`src/rtl/div_sequencer_pkg.sv`:
```
// div_sequencer_pkg: state encoding, RV32M divide funct3 codes and default widths
// shared by the divide sequencer, its interface and its bench.
package div_sequencer_pkg;

    localparam int DIV_XLEN  = 32;
    localparam int DIV_CNT_W = 6;

    typedef enum logic [1:0] {
        ST_IDLE = 2'd0,
        ST_CALC = 2'd1,
        ST_FIX  = 2'd2,
        ST_DONE = 2'd3
    } div_state_t;

    localparam logic [2:0] F3_DIV  = 3'b100;
    localparam logic [2:0] F3_DIVU = 3'b101;
    localparam logic [2:0] F3_REM  = 3'b110;
    localparam logic [2:0] F3_REMU = 3'b111;

endpackage

```
`src/rtl/div_sequencer_if.sv`:
```
// div_sequencer_if: EX-stage handshake between the pipeline (master) and the
// divide sequencer (slave).
import div_sequencer_pkg::*;

interface div_sequencer_if #(
    parameter int XLEN = DIV_XLEN
);
    logic            start;
    logic [2:0]      funct3;
    logic            flush;
    logic [XLEN-1:0] op_a;
    logic [XLEN-1:0] op_b;
    logic            stall_req;
    logic            done;
    logic [XLEN-1:0] result;

    modport master (
        output start, funct3, flush, op_a, op_b,
        input  stall_req, done, result
    );

    modport slave (
        input  start, funct3, flush, op_a, op_b,
        output stall_req, done, result
    );
endinterface

```
`src/rtl/div_sequencer_step.sv`:
```
// div_sequencer_step: one combinational restoring-division iteration on the
// shifted {rem, quo} pair.
module div_sequencer_step #(
    parameter int XLEN = 32
) (
    input  logic [XLEN-1:0] i_rem,
    input  logic [XLEN-1:0] i_quo,
    input  logic [XLEN-1:0] i_div,
    output logic [XLEN-1:0] o_rem,
    output logic [XLEN-1:0] o_quo
);
    logic [XLEN:0] w_shift;
    logic [XLEN:0] w_diff;

    // rem < div always holds, so the trial difference fits and its MSB is the sign.
    assign w_shift = {i_rem, i_quo[XLEN-1]};
    assign w_diff  = w_shift - {1'b0, i_div};

    always_comb begin
        o_rem = w_shift[XLEN-1:0];
        o_quo = {i_quo[XLEN-2:0], 1'b0};
        if (!w_diff[XLEN]) begin
            o_rem = w_diff[XLEN-1:0];
            o_quo = {i_quo[XLEN-2:0], 1'b1};
        end
    end
endmodule

```
`src/rtl/div_sequencer.sv`:
```
// div_sequencer: multi-cycle RV32M DIV/DIVU/REM/REMU sequencer with stall request.
// Define DIV_RESULT_CACHE_EN to add a one-entry result cache (e.g. DIV then REM).
import div_sequencer_pkg::*;

module div_sequencer #(
    parameter int XLEN  = DIV_XLEN,
    parameter int CNT_W = DIV_CNT_W
) (
    input logic            clk,
    input logic            rst,
    div_sequencer_if.slave bus
);
    localparam logic [XLEN-1:0] MIN_INT = {1'b1, {(XLEN-1){1'b0}}};

    div_state_t       r_state, w_state_next;
    logic [CNT_W-1:0] r_cnt, w_cnt_next;
    logic [XLEN-1:0]  r_rem, w_rem_next;
    logic [XLEN-1:0]  r_quo, w_quo_next;
    logic [XLEN-1:0]  r_div, w_div_next;
    logic [XLEN-1:0]  r_result, w_result_next;
    logic             r_sign_a, w_sign_a_next;
    logic             r_sign_q, w_sign_q_next;
    logic             r_sel_rem, w_sel_rem_next;

    logic             w_signed, w_is_rem, w_neg_a, w_neg_b;
    logic             w_launch, w_b_zero, w_ovf, w_hit;
    logic [XLEN-1:0]  w_abs_a, w_abs_b, w_step_rem, w_step_quo;
    logic [XLEN-1:0]  w_q_fix, w_r_fix, w_hit_result;

    assign w_signed = (bus.funct3 == F3_DIV) || (bus.funct3 == F3_REM);
    assign w_is_rem = (bus.funct3 == F3_REM) || (bus.funct3 == F3_REMU);
    assign w_neg_a  = w_signed && bus.op_a[XLEN-1];
    assign w_neg_b  = w_signed && bus.op_b[XLEN-1];
    assign w_abs_a  = w_neg_a ? -bus.op_a : bus.op_a;
    assign w_abs_b  = w_neg_b ? -bus.op_b : bus.op_b;
    assign w_b_zero = (bus.op_b == '0);
    assign w_ovf    = w_signed && (bus.op_a == MIN_INT) && (bus.op_b == '1);
    assign w_launch = bus.start && !bus.flush && (r_state == ST_IDLE);

    assign w_q_fix  = r_sign_q ? -r_quo : r_quo;
    assign w_r_fix  = r_sign_a ? -r_rem : r_rem;

    div_sequencer_step #(.XLEN(XLEN)) u_step (
        .i_rem (r_rem),
        .i_quo (r_quo),
        .i_div (r_div),
        .o_rem (w_step_rem),
        .o_quo (w_step_quo)
    );

`ifdef DIV_RESULT_CACHE_EN
    logic            r_c_valid, r_c_signed, r_op_signed;
    logic [XLEN-1:0] r_c_a, r_c_b, r_c_quo, r_c_rem, r_op_a, r_op_b;

    assign w_hit = r_c_valid && (r_c_a == bus.op_a) && (r_c_b == bus.op_b)
                   && (r_c_signed == w_signed);
    assign w_hit_result = w_is_rem ? r_c_rem : r_c_quo;

    // Raw operands are kept so the entry matches what the pipeline presents next time.
    always_ff @(posedge clk) begin
        if (rst) begin
            r_c_valid   <= 1'b0;
            r_c_signed  <= 1'b0;
            r_c_a       <= '0;
            r_c_b       <= '0;
            r_c_quo     <= '0;
            r_c_rem     <= '0;
            r_op_a      <= '0;
            r_op_b      <= '0;
            r_op_signed <= 1'b0;
        end else begin
            if (w_launch) begin
                r_op_a      <= bus.op_a;
                r_op_b      <= bus.op_b;
                r_op_signed <= w_signed;
            end
            if ((r_state == ST_FIX) && !bus.flush) begin
                r_c_valid  <= 1'b1;
                r_c_a      <= r_op_a;
                r_c_b      <= r_op_b;
                r_c_signed <= r_op_signed;
                r_c_quo    <= w_q_fix;
                r_c_rem    <= w_r_fix;
            end
        end
    end
`else
    assign w_hit        = 1'b0;
    assign w_hit_result = '0;
`endif

    always_comb begin
        w_state_next   = r_state;
        w_cnt_next     = r_cnt;
        w_rem_next     = r_rem;
        w_quo_next     = r_quo;
        w_div_next     = r_div;
        w_result_next  = r_result;
        w_sign_a_next  = r_sign_a;
        w_sign_q_next  = r_sign_q;
        w_sel_rem_next = r_sel_rem;
        case (r_state)
            ST_IDLE: begin
                if (w_launch) begin
                    w_sel_rem_next = w_is_rem;
                    w_sign_a_next  = w_neg_a;
                    w_sign_q_next  = w_neg_a ^ w_neg_b;
                    w_div_next     = w_abs_b;
                    w_quo_next     = w_abs_a;
                    w_rem_next     = '0;
                    w_cnt_next     = CNT_W'(XLEN - 1);
                    if (w_b_zero) begin
                        w_state_next  = ST_DONE;
                        w_result_next = w_is_rem ? bus.op_a : '1;
                    end else if (w_ovf) begin
                        w_state_next  = ST_DONE;
                        w_result_next = w_is_rem ? '0 : MIN_INT;
                    end else if (w_hit) begin
                        w_state_next  = ST_DONE;
                        w_result_next = w_hit_result;
                    end else begin
                        w_state_next  = ST_CALC;
                    end
                end
            end
            ST_CALC: begin
                w_rem_next = w_step_rem;
                w_quo_next = w_step_quo;
                w_cnt_next = r_cnt - CNT_W'(1);
                if (r_cnt == '0) begin
                    w_state_next = ST_FIX;
                end
            end
            ST_FIX: begin
                w_result_next = r_sel_rem ? w_r_fix : w_q_fix;
                w_state_next  = ST_DONE;
            end
            default: begin
                w_state_next = ST_IDLE;
            end
        endcase
        // A kill from MEM overrides any progress, including the result write in FIX.
        if (bus.flush) begin
            w_state_next  = ST_IDLE;
            w_result_next = r_result;
        end
    end

    always_ff @(posedge clk) begin
        if (rst) begin
            r_state   <= ST_IDLE;
            r_cnt     <= '0;
            r_rem     <= '0;
            r_quo     <= '0;
            r_div     <= '0;
            r_result  <= '0;
            r_sign_a  <= 1'b0;
            r_sign_q  <= 1'b0;
            r_sel_rem <= 1'b0;
        end else begin
            r_state   <= w_state_next;
            r_cnt     <= w_cnt_next;
            r_rem     <= w_rem_next;
            r_quo     <= w_quo_next;
            r_div     <= w_div_next;
            r_result  <= w_result_next;
            r_sign_a  <= w_sign_a_next;
            r_sign_q  <= w_sign_q_next;
            r_sel_rem <= w_sel_rem_next;
        end
    end

    assign bus.stall_req = w_launch || (r_state == ST_CALC) || (r_state == ST_FIX);
    assign bus.done      = (r_state == ST_DONE) && !bus.flush;
    assign bus.result    = r_result;

endmodule

```
`src/flat_wrapper.sv`:
```
// flat-port wrapper written by rule: the top's interface ports become plain ports
module div_sequencer_flat 
#(
    parameter int XLEN  = DIV_XLEN,
    parameter int CNT_W = DIV_CNT_W
)
  (clk, rst, bus_start, bus_funct3, bus_flush, bus_op_a, bus_op_b, bus_stall_req, bus_done, bus_result);
  div_sequencer_if #(.XLEN(XLEN)) bus_i ();
  input logic clk;
  input logic rst;
  input wire logic [$bits(bus_i.start)-1:0] bus_start;
  input wire logic [$bits(bus_i.funct3)-1:0] bus_funct3;
  input wire logic [$bits(bus_i.flush)-1:0] bus_flush;
  input wire logic [$bits(bus_i.op_a)-1:0] bus_op_a;
  input wire logic [$bits(bus_i.op_b)-1:0] bus_op_b;
  output wire logic [$bits(bus_i.stall_req)-1:0] bus_stall_req;
  output wire logic [$bits(bus_i.done)-1:0] bus_done;
  output wire logic [$bits(bus_i.result)-1:0] bus_result;
  assign bus_i.start = bus_start;
  assign bus_i.funct3 = bus_funct3;
  assign bus_i.flush = bus_flush;
  assign bus_i.op_a = bus_op_a;
  assign bus_i.op_b = bus_op_b;
  assign bus_stall_req = bus_i.stall_req;
  assign bus_done = bus_i.done;
  assign bus_result = bus_i.result;
  div_sequencer #(.XLEN(XLEN), .CNT_W(CNT_W)) u_core (.clk(clk), .rst(rst), .bus(bus_i));
endmodule
```
`config.mk`:
```
export PLATFORM = sky130hd
export DESIGN_NAME = div_sequencer_flat
export DESIGN_NICKNAME = d
export VERILOG_FILES = /design/src/rtl/div_sequencer_pkg.sv /design/src/rtl/div_sequencer_if.sv /design/src/rtl/div_sequencer_step.sv /design/src/rtl/div_sequencer.sv /design/src/flat_wrapper.sv
export SDC_FILE = /design/constraint.sdc
export NUM_CORES = 1
export LEC_CHECK = 0
export ABC_AREA = 1
export CAP_MARGIN = 20
export CORE_ASPECT_RATIO = 1.75
export CORE_MARGIN = 5
export CORE_UTILIZATION = 40
export DETAILED_ROUTE_END_ITERATION = 12
export SLEW_MARGIN = 20
export SYNTH_ARGS = -nofsm -noshare
export SYNTH_HDL_FRONTEND = slang
export SYNTH_HIERARCHICAL = 1
export SYNTH_SLANG_ARGS = --single-unit
export TNS_END_PERCENT = 20
```
`constraint.sdc`:
```
create_clock -name clk -period 3.3 [get_ports clk]
set_input_delay 0.825 -clock clk [delete_from_list [all_inputs] [get_ports clk]]
set_output_delay 0.825 -clock clk [all_outputs]
set_load 0.01 [all_outputs]
```
==> impl_results.md <==
- WP data arrival: between 2 and 2.5 ns
- Clock transition at the registers of the reported paths: roughly 0.06 ns
- Result of the run: finished clean
- Overall Global Routing Usage: around 28%
- Chip Width: about 150 um
- CTS Buf Count: 17
- Die ar.: 37600 um2
- Minimum period implied by the final worst setup slack: ~3.0 ns
- Cell count after synthesis: 2456
- Residual overflow from global routing: 0
- Warnings, synthesis: 6
- Worst slew margin relative to its limit: about a third
- Commonest non-fill, non-tap cells in the layout: 826 x sky130_fd_sc_hd__nand2_1, 314 x sky130_fd_sc_hd__nor2_1, 310 x sky130_fd_sc_hd__inv_1
- Final setup viols: 0
- Count of placed standard cells including taps: ~2900
- Ratio of cells with drive above 1 in the final layout: under 10%
- Last weighted congestion value of the routability-driven placer: approximately 1
- Worst-path fanout max: 2
- Pin count of the biggest net entering global routing: a little under 70
- Cell Rows: slightly below 90
- Synth Flop Type: sky130_fd_sc_hd__dfxtp_1
- Number of top-level design ports: 105
- Drt drc: 0
- First-pass GRT wire length: 80.5 mm
- Kind of path behind the tightest hold check: flop to flop
- Number of synthesized flops with an enable pin: 0
- Total power per unit cell area: around 380 nW/um2
- Period Utilization, post-route: 91.2%
- Critical path endpoint category: primary output
- Worst vdd rail ir drop: between 0.3 and 0.4 mV
- Reg2Reg Launch Point: u_core/r_quo[31]
- Mapped Avg Cell Area: roughly 5.5 um2
- Leak pwr: ~7.7 nW
- First drt pass iteration count: 5
- Synth Net Count: approximately 2600
- Max frequency: around 330 MHz
- Top cell family by delay on the critical path: buffers and inverters
- Area of the placeable core: ~34000 um2
- Crit path launch type: input port
- Final cell utilization of the core: a little under half
- Path depth of the worst reg2reg path: 18
- Number of max-capacitance violations reported: 0
- Avg Vias per Cell: ~5.1
- Synthesized area: around 13000 um2
- Clock tree from TritonCTS: yes
- Slew @ Worst Pin: ~0.97 ns
- Number of different library cells in the post-synthesis netlist: 44
- Post-synthesis sequential element count: 139
- Startpoint of the most critical setup path: bus_start
- Levels on crit path: 6
- Remaining number of nets flagged by the antenna check after routing: 0
- Endpoint of the worst-slack reg-to-reg timing path: u_core/r_rem[21]
- Height of the chip: about 250 um
- Share of the yosys chip area belonging to registers: between 20% and 30%
- Worst setup path class: input port to primary output
- Count of vias placed by the detailed router: around 15000
- 1st-iter DRT viols: approximately 930
- Worst-path cell chain: clkdlybuf4s50_1 -> inv_1 -> nor3_2 -> inv_1 -> nand3_1 -> clkdlybuf4s50_1
- Post-route cell area: 15400 um2
- Required time of the worst setup path: 2.47 ns
- Signed area change from the synthesized netlist to the final layout: 14.4%
- Slew Viols, Final: 0
- # nets final: roughly 2600
- Final routed wirelength across all metal layers: between 50 and 60 mm
- Average detailed-routed wire length per instance: around 18 um
- Fin cells: just under 3000
- Setup slack, reg-to-reg: ~0.46 ns
- Setup total negative slack: 0 ns
- Slowest library cell on the worst path: sky130_fd_sc_hd__clkdlybuf4s50_1
- Setup Skew: roughly 0.021 ns
- Clock root cell: sky130_fd_sc_hd__clkbuf_16
- Number of global-route vias before repair: between 10000 and 15000
- Setup fix buffers added after clock tree synthesis: 0
- Effective utilization at floorplan: roughly 40%
- Max Root-Sink Buffers: 2
- Initial antenna violation count: 0
- Proportion of synthesized flip-flops having asynchronous set or reset: 0%
- Post-CTS resize count: 0
- # clock sinks: 139
- Clk_lat worst skew: ~0.45 ns
- Leading cell type in the layout, fill and taps excluded: sky130_fd_sc_hd__nand2_1
- Post-place instance area: between 10000 and 15000 um2
- Number of antenna diodes: 0
- Total of buffers placed on input and output ports: between 100 and 150
- Count of H-tree levels built during CTS: 4
- RSZ-0062 raised after global routing: no
- Biggest cell delay along the critical path: about 0.54 ns
- Final HPWL from detailed placement: around 43 mm
- Hold Vio Cnt, Final: 0
- CP bufs+invs: 4
- Hold-fix buffers at CTS: 0
- Capturing instance or port of the critical path: bus_stall_req
[sequential cells by signal (all words and copies together) (netlist names)]
| signal | flops |
|---|---|
| u_core/bus.result | 32 |
| u_core/r_cnt | 6 |
| u_core/r_div | 32 |
| u_core/r_quo | 32 |
| u_core/r_rem | 32 |
| u_core/r_sel_rem | 1 |
| u_core/r_sign_a | 1 |
| u_core/r_sign_q | 1 |
| u_core/r_state | 2 |
[Yosys cell counts, types with 36 or more instances]
cell | count | area share (%)
sky130_fd_sc_hd__buf_4 | 36 | 2.0
sky130_fd_sc_hd__inv_1 | 311 | 8.7
sky130_fd_sc_hd__nand4_1 | 38 | 1.8
sky130_fd_sc_hd__nor2_1 | 315 | 8.8
sky130_fd_sc_hd__a21oi_1 | 161 | 6.0
sky130_fd_sc_hd__o21ai_0 | 110 | 4.1
sky130_fd_sc_hd__xor2_1 | 46 | 3.0
sky130_fd_sc_hd__ha_1 | 43 | 4.0
sky130_fd_sc_hd__dfxtp_1 | 139 | 21
sky130_fd_sc_hd__nand3_1 | 188 | 7.0
sky130_fd_sc_hd__nand2_1 | 826 | 23
sky130_fd_sc_hd__clkbuf_1 | 47 | 1.3
[where the power goes]
part / switching, mW / internal [mW]
clock network: 0.854 / 1.16
registers: 0.112 / 1.79
logic: 1.31 / 0.627
total: 2.27 / 3.57
[area by class of cell]
cell class,count,area (um2)
fill,3716,18100
multi-input combinational,1877,8840
sequential,139,2780
timing repair buffer,147,1410
inverter,324,1220
tap,455,569
clock buffer,20,447
clock inverter,12,149
[metal layers]
metal,wire length (um),up-vias,track usage (%)
met5,0,-,0
met4,5630,0,25.2
met3,1680,151,2.99
met2,27200,391,50.2
met1,18800,6888,27.7
li1,-,7843,-
[kinds of logic after synthesis]
kind of cell	synth area share, %
compound gates	13.5
xor+xnor	3.51
fa+ha+maj	4.14
buf+inv	13.8
simple gates	44.4
flops	20.7
[metrics by stage]
| stage | power, mW | hold slack, ns | setup slack [ns] |
|---|---|---|---|
| after floorplan | 3.16 | 0.432 | 1.03 |
| after global placement | 3.84 | 0.454 | 0.171 |
| after detailed placement | 3.85 | 0.462 | 0.127 |
| after CTS | 5.87 | 0.474 | 0.284 |
| after global routing | 6.17 | 0.515 | 0.139 |
| final | 5.85 | 0.475 | 0.292 |
[worst register-to-register path: stages, from the launching register on]
cell	delay [ns]
sky130_fd_sc_hd__dfxtp_1	0.37
sky130_fd_sc_hd__inv_1	0.06
sky130_fd_sc_hd__ha_1	0.23
sky130_fd_sc_hd__fa_1	0.41
sky130_fd_sc_hd__inv_1	0.15
sky130_fd_sc_hd__nand2_1	0.07
sky130_fd_sc_hd__nand2_1	0.10
sky130_fd_sc_hd__nand3_1	0.12
sky130_fd_sc_hd__nand2_2	0.15
sky130_fd_sc_hd__nand2_1	0.08
sky130_fd_sc_hd__nand2_2	0.11
sky130_fd_sc_hd__nand2_2	0.08
sky130_fd_sc_hd__nand2_2	0.08
sky130_fd_sc_hd__nand2_2	0.06
sky130_fd_sc_hd__nand2_4	0.27
sky130_fd_sc_hd__nand2_1	0.13
sky130_fd_sc_hd__nand2_1	0.08
sky130_fd_sc_hd__nand2_1	0.05
sky130_fd_sc_hd__a21oi_1	0.14
[worst min path at each step]
stage | from | cells past startpoint | end
floorplan | u_core/r_cnt[0] | 1 | u_core/r_cnt[0]
global placement | u_core/r_cnt[0] | 1 | u_core/r_cnt[0]
detailed placement | u_core/r_cnt[0] | 1 | u_core/r_cnt[0]
CTS | u_core/r_cnt[0] | 1 | u_core/r_cnt[0]
global route | u_core/r_div[31] | 2 | u_core/r_div[31]
finish | u_core/r_cnt[0] | 1 | u_core/r_cnt[0]
No activity file was read; power rests on OpenSTA's default activity.
